`src/rtl/seg_scan_ctrl.sv`:
```
// seg_scan_ctrl: 4-digit seven-segment scan controller with per-digit blanking, blinking and dead time
module seg_scan_ctrl #(
  parameter int DIV_WIDTH   = 17,
  parameter int DEAD        = 4,
  parameter int BLINK_WIDTH = 5
) (
  input  logic       clk,
  input  logic       rst,
  input  logic       en,
  input  logic [3:0] digit_en,
  input  logic [3:0] blink_mask,
  output logic [1:0] sel,
  output logic [3:0] an,
  output logic       frame_done
);
  localparam int DW = (DEAD > 0) ? $clog2(DEAD + 1) : 1;
  logic [DIV_WIDTH-1:0]   cnt_q, cnt_d;
  logic [1:0]             sel_q, sel_d;
  logic [DW-1:0]          dead_q, dead_d;
  logic [BLINK_WIDTH-1:0] frame_q, frame_d;
  logic [3:0]             an_q, an_d;
  logic                   done_q, done_d;
  logic                   tick, wrap;
  logic [3:0]             lit;
  always_comb begin
    tick    = en && (cnt_q == '1);
    wrap    = tick && (sel_q == 2'd3);
    lit     = (4'b0001 << sel_q) & digit_en & ~(blink_mask & {4{frame_q[BLINK_WIDTH-1]}});
    cnt_d   = en ? cnt_q + 1'b1 : cnt_q;
    sel_d   = tick ? sel_q + 2'd1 : sel_q;
    dead_d  = tick ? DW'(DEAD) : (en && dead_q != '0) ? dead_q - 1'b1 : dead_q;
    frame_d = wrap ? frame_q + 1'b1 : frame_q;
    // anodes stay dark on the select edge and through the dead window to avoid ghosting
    an_d    = (!en || tick || dead_q != '0) ? 4'b1111 : ~lit;
    done_d  = wrap;
  end
  always_ff @(posedge clk or posedge rst) begin
    if (rst) begin
      cnt_q   <= '0;
      sel_q   <= '0;
      dead_q  <= '0;
      frame_q <= '0;
      an_q    <= 4'b1111;
      done_q  <= 1'b0;
    end else begin
      cnt_q   <= cnt_d;
      sel_q   <= sel_d;
      dead_q  <= dead_d;
      frame_q <= frame_d;
      an_q    <= an_d;
      done_q  <= done_d;
    end
  end
  assign sel        = sel_q;
  assign an         = an_q;
  assign frame_done = done_q;
endmodule

```
`config.mk`:
```
export PLATFORM = sky130hd
export DESIGN_NAME = seg_scan_ctrl
export DESIGN_NICKNAME = d
export VERILOG_FILES = /design/src/rtl/seg_scan_ctrl.sv
export SDC_FILE = /design/constraint.sdc
export NUM_CORES = 1
export LEC_CHECK = 0
export ABC_CLOCK_PERIOD_IN_PS = 2700
export CORE_ASPECT_RATIO = 1.4
export CORE_UTILIZATION = 50
export CTS_CLUSTER_SIZE = 25
export DETAILED_ROUTE_END_ITERATION = 16
export MAX_ROUTING_LAYER = met4
export PLACE_DENSITY_LB_ADDON = 0.1
export REMOVE_ABC_BUFFERS = 1
export SKIP_LAST_GASP = 1
export SYNTH_ARGS = -nofsm -noshare
export SYNTH_HDL_FRONTEND = slang
export SYNTH_SLANG_ARGS = --single-unit
export TNS_END_PERCENT = 50
```
`constraint.sdc`:
```
create_clock -name clk -period 2.7 [get_ports clk]
set_input_delay 0.54 -clock clk [delete_from_list [all_inputs] [get_ports clk]]
set_output_delay 0.54 -clock clk [all_outputs]
set_load 0.05 [all_outputs]
```
==> summary.txt, run 1 <==
FLOORPLAN
---------------------------------------------------------------------------------
Ports ..............................................................           18
Standard cell core area ............................................  0.00270 mm2
Die Height .........................................................      66.1 um
DIE AREA ...........................................................  0.00316 mm2
X dimension of the die .............................................      47.8 um
Std-Cell Rows ......................................................           22
Initial core utilization ...........................................        54.5%

CELLS AND AREA
---------------------------------------------------------------------------------
Area used by multi-input combinational logic .......................      631 um2
Flip-flop and latch area ...........................................      806 um2
Post-synthesis to final-layout area growth .........................        18.7%
Number of antenna cells inserted ...................................            0
Filler Cell Count ..................................................          238
Fraction of layout cells with a size suffix above 1 ................        12.8%
Total Nets Final ...................................................          168
Filler-free cell count of the finished design ......................          185
Final core utilization .............................................        64.6%

SYNTH
---------------------------------------------------------------------------------
Synth area leaders ................................................. sky130_fd_sc_hd__dfrtp_1 48%, sky130_fd_sc_hd__ha_1 7.7%, sky130_fd_sc_hd__dfstp_2 7.2%
Share of the synthesized area in the top cell type .................        47.7%
Mean area per synthesized cell .....................................     11.8 um2
Flops & latches, synth .............................................           32
Post-synthesis cell type with the largest combined area ............ sky130_fd_sc_hd__dfrtp_1
Area of the mapped netlist .........................................  0.00147 mm2
Proportion of synthesized chip area in sequential cells ............        54.9%
Number of cells produced by synthesis ..............................          125
Number of library cell types mapped by synthesis ...................           24
YS warnings ........................................................            0

PLACE
---------------------------------------------------------------------------------
Half-perimeter wire length after detailed placement ................      1690 um
Total placed cells including tap cells .............................          177
Routability congestion estimate from global placement ..............        0.796
IO Port Bufs .......................................................           17

ROUTE
---------------------------------------------------------------------------------
Wire per inst ......................................................      12.3 um
Count of unresolved DRC violations after routing ...................            0
Via density per instance ...........................................         5.30
Total length of routed wires .......................................      2270 um
Detailed-router iteration count before antenna repair ..............            4
Drt first-iter violations ..........................................           15
Vias post-DR .......................................................          980
Number of nets with antenna violations after detailed routing ......            0

SETUP PATH
---------------------------------------------------------------------------------
Worst Path Buf+Inv .................................................            0
Type of element capturing the critical path ........................    flip-flop
Worst path required time ...........................................      2.93 ns
Largest delay contributor family on the critical path .............. simple AND/OR/NAND/NOR gates
Crit Path Category .................................................      reg2reg
Worst path cell trace .............................................. nand4_1 -> or2_2 -> nor3_1 -> ha_1 -> and3_1 -> mux2_2
CP Launch Type .....................................................    flip-flop
Cell at the slowest stage of the critical path ..................... sky130_fd_sc_hd__dfrtp_1
Number of cell instances on the worst register-to-register path ....            6
Delay of the slowest cell on the worst path ........................      0.41 ns
Register-to-register setup slack ...................................      0.44 ns
Crit path depth ....................................................            6
Critical path peak fanout ..........................................            7
Data arrival time of the worst path ................................      2.49 ns

STA
---------------------------------------------------------------------------------
Final worst path period share ......................................        83.8%
Number of failing setup endpoints in the final timing report .......            0
Final count of pins violating max slew .............................            0
Fmax achieved ......................................................    0.442 GHz
Number of hold violations in the final report ......................            0
Sum of negative setup slack ........................................         0 ns
Worst Hold Margin ..................................................     0.470 ns
Final critical-path required period ................................      2.26 ns
Transition time of the tightest slew-check pin .....................     0.503 ns
Unrepaired setup endpoints after global routing ....................           no
Maximum clock skew at final layout .................................   0.00459 ns
Remaining max-slew budget at the tightest pin ......................        66.4%

GLOBAL ROUTE
---------------------------------------------------------------------------------
Global-route wire length before repair .............................      4110 um
Total congestion overflow after global routing .....................            0
Number of global-route vias before repair ..........................          990
Total global routing track utilization .............................        19.5%
Number of antenna violations at the first check in global routing ..            0
Maximum number of pins on one net before global-route repair .......           21

CLOCK TREE
---------------------------------------------------------------------------------
TritonCTS Sinks ....................................................           32
Hold Buf Count CTS .................................................            0
Number of gates resized after CTS ..................................            0
CTS Root Buffer Type ............................................... sky130_fd_sc_hd__clkbuf_4
Source-to-sink clock delay at the later pin of the worst-skew pair .      0.33 ns
TritonCTS clock tree ...............................................         done
H-tree depth .......................................................            2
Post-CTS setup buffer count ........................................            0
Number of CTS-inserted buffers .....................................            5
CTS clk-pin slew, worst paths ......................................      0.10 ns
Maximum root-to-sink buffer count ..................................            2

STATUS
---------------------------------------------------------------------------------
Run status ......................................................... complete, no violations

HOLD PATH
---------------------------------------------------------------------------------
Hold-critical path depth ...........................................            1
Hold Crit Class ....................................................      reg2reg

POWER
---------------------------------------------------------------------------------
Power density over the cells .......................................   665 mW/mm2
Worst vdd ir .......................................................     0.448 mV
P_leak .............................................................  0.000816 uW
Total chip power ...................................................      1160 uW

FLOW RUN
---------------------------------------------------------------------------------
Max cap viols ......................................................            0

-- cells in the mapped netlist, drive strengths merged --
cell	number
nand2b	1
nor3	4
nand3b	1
nor4	6
xnor2	8
inv	6
o21a	1
o21ai	1
nand2	14
buf	2
and3	1
nor3b	2
nand4	12
o22ai	1
dfstp	4
nand3	4
xor2	12
nor2	2
or2	1
mux2	4
dfrtp	28
ha	9
mux2i	1
-- stage by stage --
stage / instance area (um2) / worst slack (ns)
floorplan: 1460 / 0.662
global placement: 1680 / 0.471
detailed placement: 1680 / 0.461
CTS: 1740 / 0.438
global route: 1740 / 0.231
finish: 1740 / 0.438
-- cells in the final DEF, fill, tap and decap left out, drive strengths merged --
| master | netlist | final |
|---|---|---|
| o22ai | 1 | 1 |
| xor2 | 12 | 12 |
| or2 | 1 | 1 |
| clkdlybuf4s50 | 0 | 17 |
| o21ai | 1 | 1 |
| buf | 2 | 1 |
| nor3b | 2 | 2 |
| xnor2 | 8 | 8 |
| dfstp | 4 | 4 |
| nor4 | 6 | 6 |
| inv | 6 | 6 |
| nand2b | 1 | 1 |
| dfrtp | 28 | 28 |
| mux2 | 4 | 4 |
| nand4 | 12 | 12 |
| mux2i | 1 | 1 |
| nand3b | 1 | 1 |
| clkinv | 0 | 2 |
| nand3 | 4 | 4 |
| ha | 9 | 9 |
| nor3 | 4 | 4 |
| nor2 | 2 | 2 |
| clkbuf | 0 | 6 |
| and3 | 1 | 1 |
| o21a | 1 | 1 |
| nand2 | 14 | 14 |
-- worst paths after layout --
check / from / end
worst max-delay path: cnt_q[6]$_DFFE_PP0P_ / frame_q[1]$_DFFE_PP0P_
worst min-delay path: cnt_q[13]$_DFFE_PP0P_ / cnt_q[13]$_DFFE_PP0P_
worst max register to register: cnt_q[6]$_DFFE_PP0P_ / frame_q[1]$_DFFE_PP0P_
worst min register to register: cnt_q[13]$_DFFE_PP0P_ / cnt_q[13]$_DFFE_PP0P_
max in group asynchronous: rst / cnt_q[6]$_DFFE_PP0P_
min in group asynchronous: rst / frame_q[1]$_DFFE_PP0P_
-- sequential cells by signal, indices dropped and copies added (netlist names) --
| register | flops |
|---|---|
| an | 4 |
| frame_q | 5 |
| sel | 2 |
| dead_q | 3 |
| cnt_q | 17 |
| frame_done | 1 |
-- cells by family after synthesis --
kind of cell | after synthesis | share of synthesized area, %
buffers and inverters | 8 | 2.21
xor gates and xnor gates | 20 | 11.9
and+or+nand+nor | 48 | 18.3
AOI/OAI and AO/OA | 3 | 1.28
adders and majority gates | 9 | 7.67
DFF | 32 | 54.9
muxes | 5 | 3.75
-- routing by layer --
metal	GRT usage, %	wire length, um	up-vias
li1	-	-	485
met1	21.4	995	477
met2	30.2	1130	13
met3	6.56	85	5
met4	10.4	57	0
met5	-	0	-
-- layout make-up --
type,count,area share [%]
inverter,6,1.29
sequential,32,46.2
clock buffer,6,2.94
multi-input combinational,85,36.2
clock inverter,2,0.574
tap,36,2.58
timing repair buffer,18,10.2
-- report_power, final --
group	leakage, uW	switching [uW]	internal [uW]	total, uW
sequential	0.000411	86.7	556	643
clock	0.0000380	157	124	281
combinational	0.000367	123	112	235
Note: power is estimated with default switching activity, not from simulation.
==> run 2, diff against run 1 <==
--- a/config.mk
+++ b/config.mk
@@ -5,7 +5,7 @@
 export SDC_FILE = /design/constraint.sdc
 export NUM_CORES = 1
 export LEC_CHECK = 0
-export ABC_CLOCK_PERIOD_IN_PS = 2700
+export ABC_CLOCK_PERIOD_IN_PS = 2100
 export CORE_ASPECT_RATIO = 1.4
 export CORE_UTILIZATION = 50
 export CTS_CLUSTER_SIZE = 25
==> constraint.sdc (replaced) <==
create_clock -name clk -period 2.1 [get_ports clk]
set_input_delay 0.42 -clock clk [delete_from_list [all_inputs] [get_ports clk]]
set_output_delay 0.42 -clock clk [all_outputs]
set_load 0.05 [all_outputs]
==> summary.txt, run 2 (synthesized netlist as in run 1, its figures left out) <==
STATUS
-------------------------------------------------------------------------------------
Run status ............................................................. complete, no violations

CELLS AND AREA
-------------------------------------------------------------------------------------
Most frequent cells in the layout ...................................... 27 x sky130_fd_sc_hd__dfrtp_1, 15 x sky130_fd_sc_hd__clkdlybuf4s50_1, 14 x sky130_fd_sc_hd__nand2_1
Total non-filler cell area in the finished layout ......................  0.00179 mm2   +2.9%
Final core utilization .................................................        66.5%   +1.9 points
Fraction of layout cells with a size suffix above 1 ....................        16.1%   +3.4 points
Flip-flop count of the largest register after layout ...................           17   unchanged
Most flops, register ...................................................        cnt_q
Number of antenna cells inserted .......................................            0   unchanged
Post-synthesis to final-layout area growth .............................        22.1%
Total Nets Final .......................................................          174   +3.6%
Most frequent standard cell in the layout excluding fill and tap cells . sky130_fd_sc_hd__dfrtp_1

PLACE
-------------------------------------------------------------------------------------
Cell area after placement ..............................................  0.00173 mm2   +2.7%
Half-perimeter wire length after detailed placement ....................      1820 um   +7.4%
Dpl ws .................................................................    0.0600 ns   -0.401 ns
IO Port Bufs ...........................................................           17   unchanged
Routability congestion estimate from global placement ..................        0.796   about the same

ROUTE
-------------------------------------------------------------------------------------
Number of nets with antenna violations after detailed routing ..........            0   unchanged
Wire per inst ..........................................................      12.8 um   +4.3%
Detailed-router iteration count before antenna repair ..................            4   unchanged
Total length of routed wires ...........................................      2450 um   +7.7%
Via density per instance ...............................................         5.21   -1.6%
Drt first-iter violations ..............................................           11   -4
Vias post-DR ...........................................................          996   +1.6%
Count of unresolved DRC violations after routing .......................            0   unchanged

STA
-------------------------------------------------------------------------------------
Unrepaired setup endpoints after global routing ........................          yes
Transition time of the tightest slew-check pin .........................     0.509 ns   +0.00631 ns
Maximum clock skew at final layout .....................................   0.00761 ns   +0.00302 ns
Final critical-path required period ....................................      2.05 ns
Remaining max-slew budget at the tightest pin ..........................        66.0%   -0.40 points
Fmax achieved ..........................................................    0.488 GHz
Final worst path period share ..........................................        97.5%
PnR worst setup slack ..................................................    0.0526 ns   -0.386 ns
Final count of pins violating max slew .................................            0   unchanged
Worst Hold Margin ......................................................     0.480 ns   +0.0108 ns
Number of failing setup endpoints in the final timing report ...........            0   unchanged
Number of hold violations in the final report ..........................            0   unchanged

CLOCK TREE
-------------------------------------------------------------------------------------
TritonCTS Sinks ........................................................           32   unchanged
CTS clk-pin slew, worst paths ..........................................      0.09 ns   about the same
TritonCTS clock tree ...................................................         done
Source-to-sink clock delay at the later pin of the worst-skew pair .....      0.32 ns   about the same
Maximum root-to-sink buffer count ......................................            2   unchanged
Number of CTS-inserted buffers .........................................            5   unchanged
H-tree depth ...........................................................            2   unchanged
CTS Root Buffer Type ................................................... sky130_fd_sc_hd__clkbuf_4
Post-CTS setup buffer count ............................................            0   unchanged
Number of gates resized after CTS ......................................            0   unchanged
Hold Buf Count CTS .....................................................            0   unchanged

GLOBAL ROUTE
-------------------------------------------------------------------------------------
Number of antenna violations at the first check in global routing ......            0   unchanged
Total congestion overflow after global routing .........................            0   unchanged
Global-route wire length before repair .................................      4110 um   +0.17%
Number of global-route vias before repair ..............................          995   +0.51%
Total global routing track utilization .................................        19.2%   -0.37 points
Maximum number of pins on one net before global-route repair ...........           33   +57%

SETUP PATH
-------------------------------------------------------------------------------------
Number of cell instances on the worst register-to-register path ........            6   unchanged
Data arrival time of the worst path ....................................      1.63 ns   -0.86 ns
Type of element capturing the critical path ............................  output port
Timing startpoint of the critical path ................................. an[1]$_DFF_PP1_
CP Launch Type .........................................................    flip-flop
Worst path required time ...............................................      1.68 ns   -1.25 ns
Capturing point of the worst reg2reg path .............................. frame_q[1]$_DFFE_PP0P_
Critical path peak fanout ..............................................            1   -6
Termination of the worst setup path ....................................        an[1]
Delay of the slowest cell on the worst path ............................      0.79 ns   +0.38 ns
Crit Path Category .....................................................      reg2out
Worst Path Buf+Inv .....................................................            1   +1
Crit path depth ........................................................            1   -5
Worst path cell trace .................................................. clkdlybuf4s50_1
Register-to-register setup slack .......................................      0.16 ns   -0.28 ns
Cell at the slowest stage of the critical path ......................... sky130_fd_sc_hd__clkdlybuf4s50_1
RR Startpoint .......................................................... cnt_q[7]$_DFFE_PP0P_
Largest delay contributor family on the critical path .................. buffers and inverters

FLOORPLAN
-------------------------------------------------------------------------------------
Std-Cell Rows ..........................................................           22   unchanged
Die Height .............................................................      66.1 um   unchanged
Ports ..................................................................           18   unchanged
DIE AREA ...............................................................  0.00316 mm2   unchanged
Initial core utilization ...............................................        54.5%   unchanged
X dimension of the die .................................................      47.8 um   unchanged
Standard cell core area ................................................  0.00270 mm2   unchanged

POWER
-------------------------------------------------------------------------------------
P_leak .................................................................  0.000836 uW   +2.5%
Power density over the cells ...........................................   840 mW/mm2   +26%
Total net switching power ..............................................       461 uW   +26%
Net Sw Frac ............................................................        30.6%   -1.0 points
Relative contribution of the clock network to total power ..............        23.2%   -1.0 points
Worst vdd ir ...........................................................     0.538 mV   +20%
Cell-internal power ....................................................      1040 uW   +32%
Sequential share of power ..............................................        54.6%   -0.9 points
Combinational share of power ...........................................        22.2%   +1.9 points
Total chip power .......................................................      1510 uW   +30%

FLOW RUN
-------------------------------------------------------------------------------------
Max cap viols ..........................................................            0   unchanged

HOLD PATH
-------------------------------------------------------------------------------------
Hold Crit Class ........................................................     in2async

-- run 2: worst min path at each step --
stage | start | endpoint | slack, ns
2_1_floorplan | cnt_q[13]$_DFFE_PP0P_ | cnt_q[13]$_DFFE_PP0P_ | 0.44
3_3_place_gp | cnt_q[15]$_DFFE_PP0P_ | cnt_q[15]$_DFFE_PP0P_ | 0.46
3_5_place_dp | cnt_q[15]$_DFFE_PP0P_ | cnt_q[15]$_DFFE_PP0P_ | 0.46
4_1_cts | cnt_q[13]$_DFFE_PP0P_ | cnt_q[13]$_DFFE_PP0P_ | 0.48
5_1_grt | cnt_q[13]$_DFFE_PP0P_ | cnt_q[13]$_DFFE_PP0P_ | 0.49
6_report | rst | dead_q[2]$_DFFE_PP0P_ | 0.48
-- run 2: cell type report --
class / instances / area, um2
clock buffers: 8 / 58.8
well taps: 36 / 45.0
inverters: 6 / 22.5
repair buffers: 24 / 228
flip-flops and latches: 32 / 807
multi-input cells: 85 / 632
fillers: 227 / 905
-- run 2: metal layers --
layer  GRT usage, %  share of wire [%]  vias to the layer above
met4           10.4                3.0                        0
li1               -                  -                      496
met5              -                  0                        -
met3           4.10                2.9                        9
met2           30.1                 50                       15
met1           22.0                 44                      476
-- run 2: power by group through the flow --
stage	combinational, uW	clock [uW]	sequential (uW)
finish	335	349	821
global route	376	391	838
CTS	341	364	821
detailed placement	336	0	830
floorplan	224	0	827
global placement	331	0	823
-- run 2: through the flow --
stage          setup TNS (ns)  instances
4_1_cts                     0        191
3_3_place_gp                0        183
6_report                    0        191
5_1_grt               -0.0124        191
2_1_floorplan               0        123
3_5_place_dp                0        183
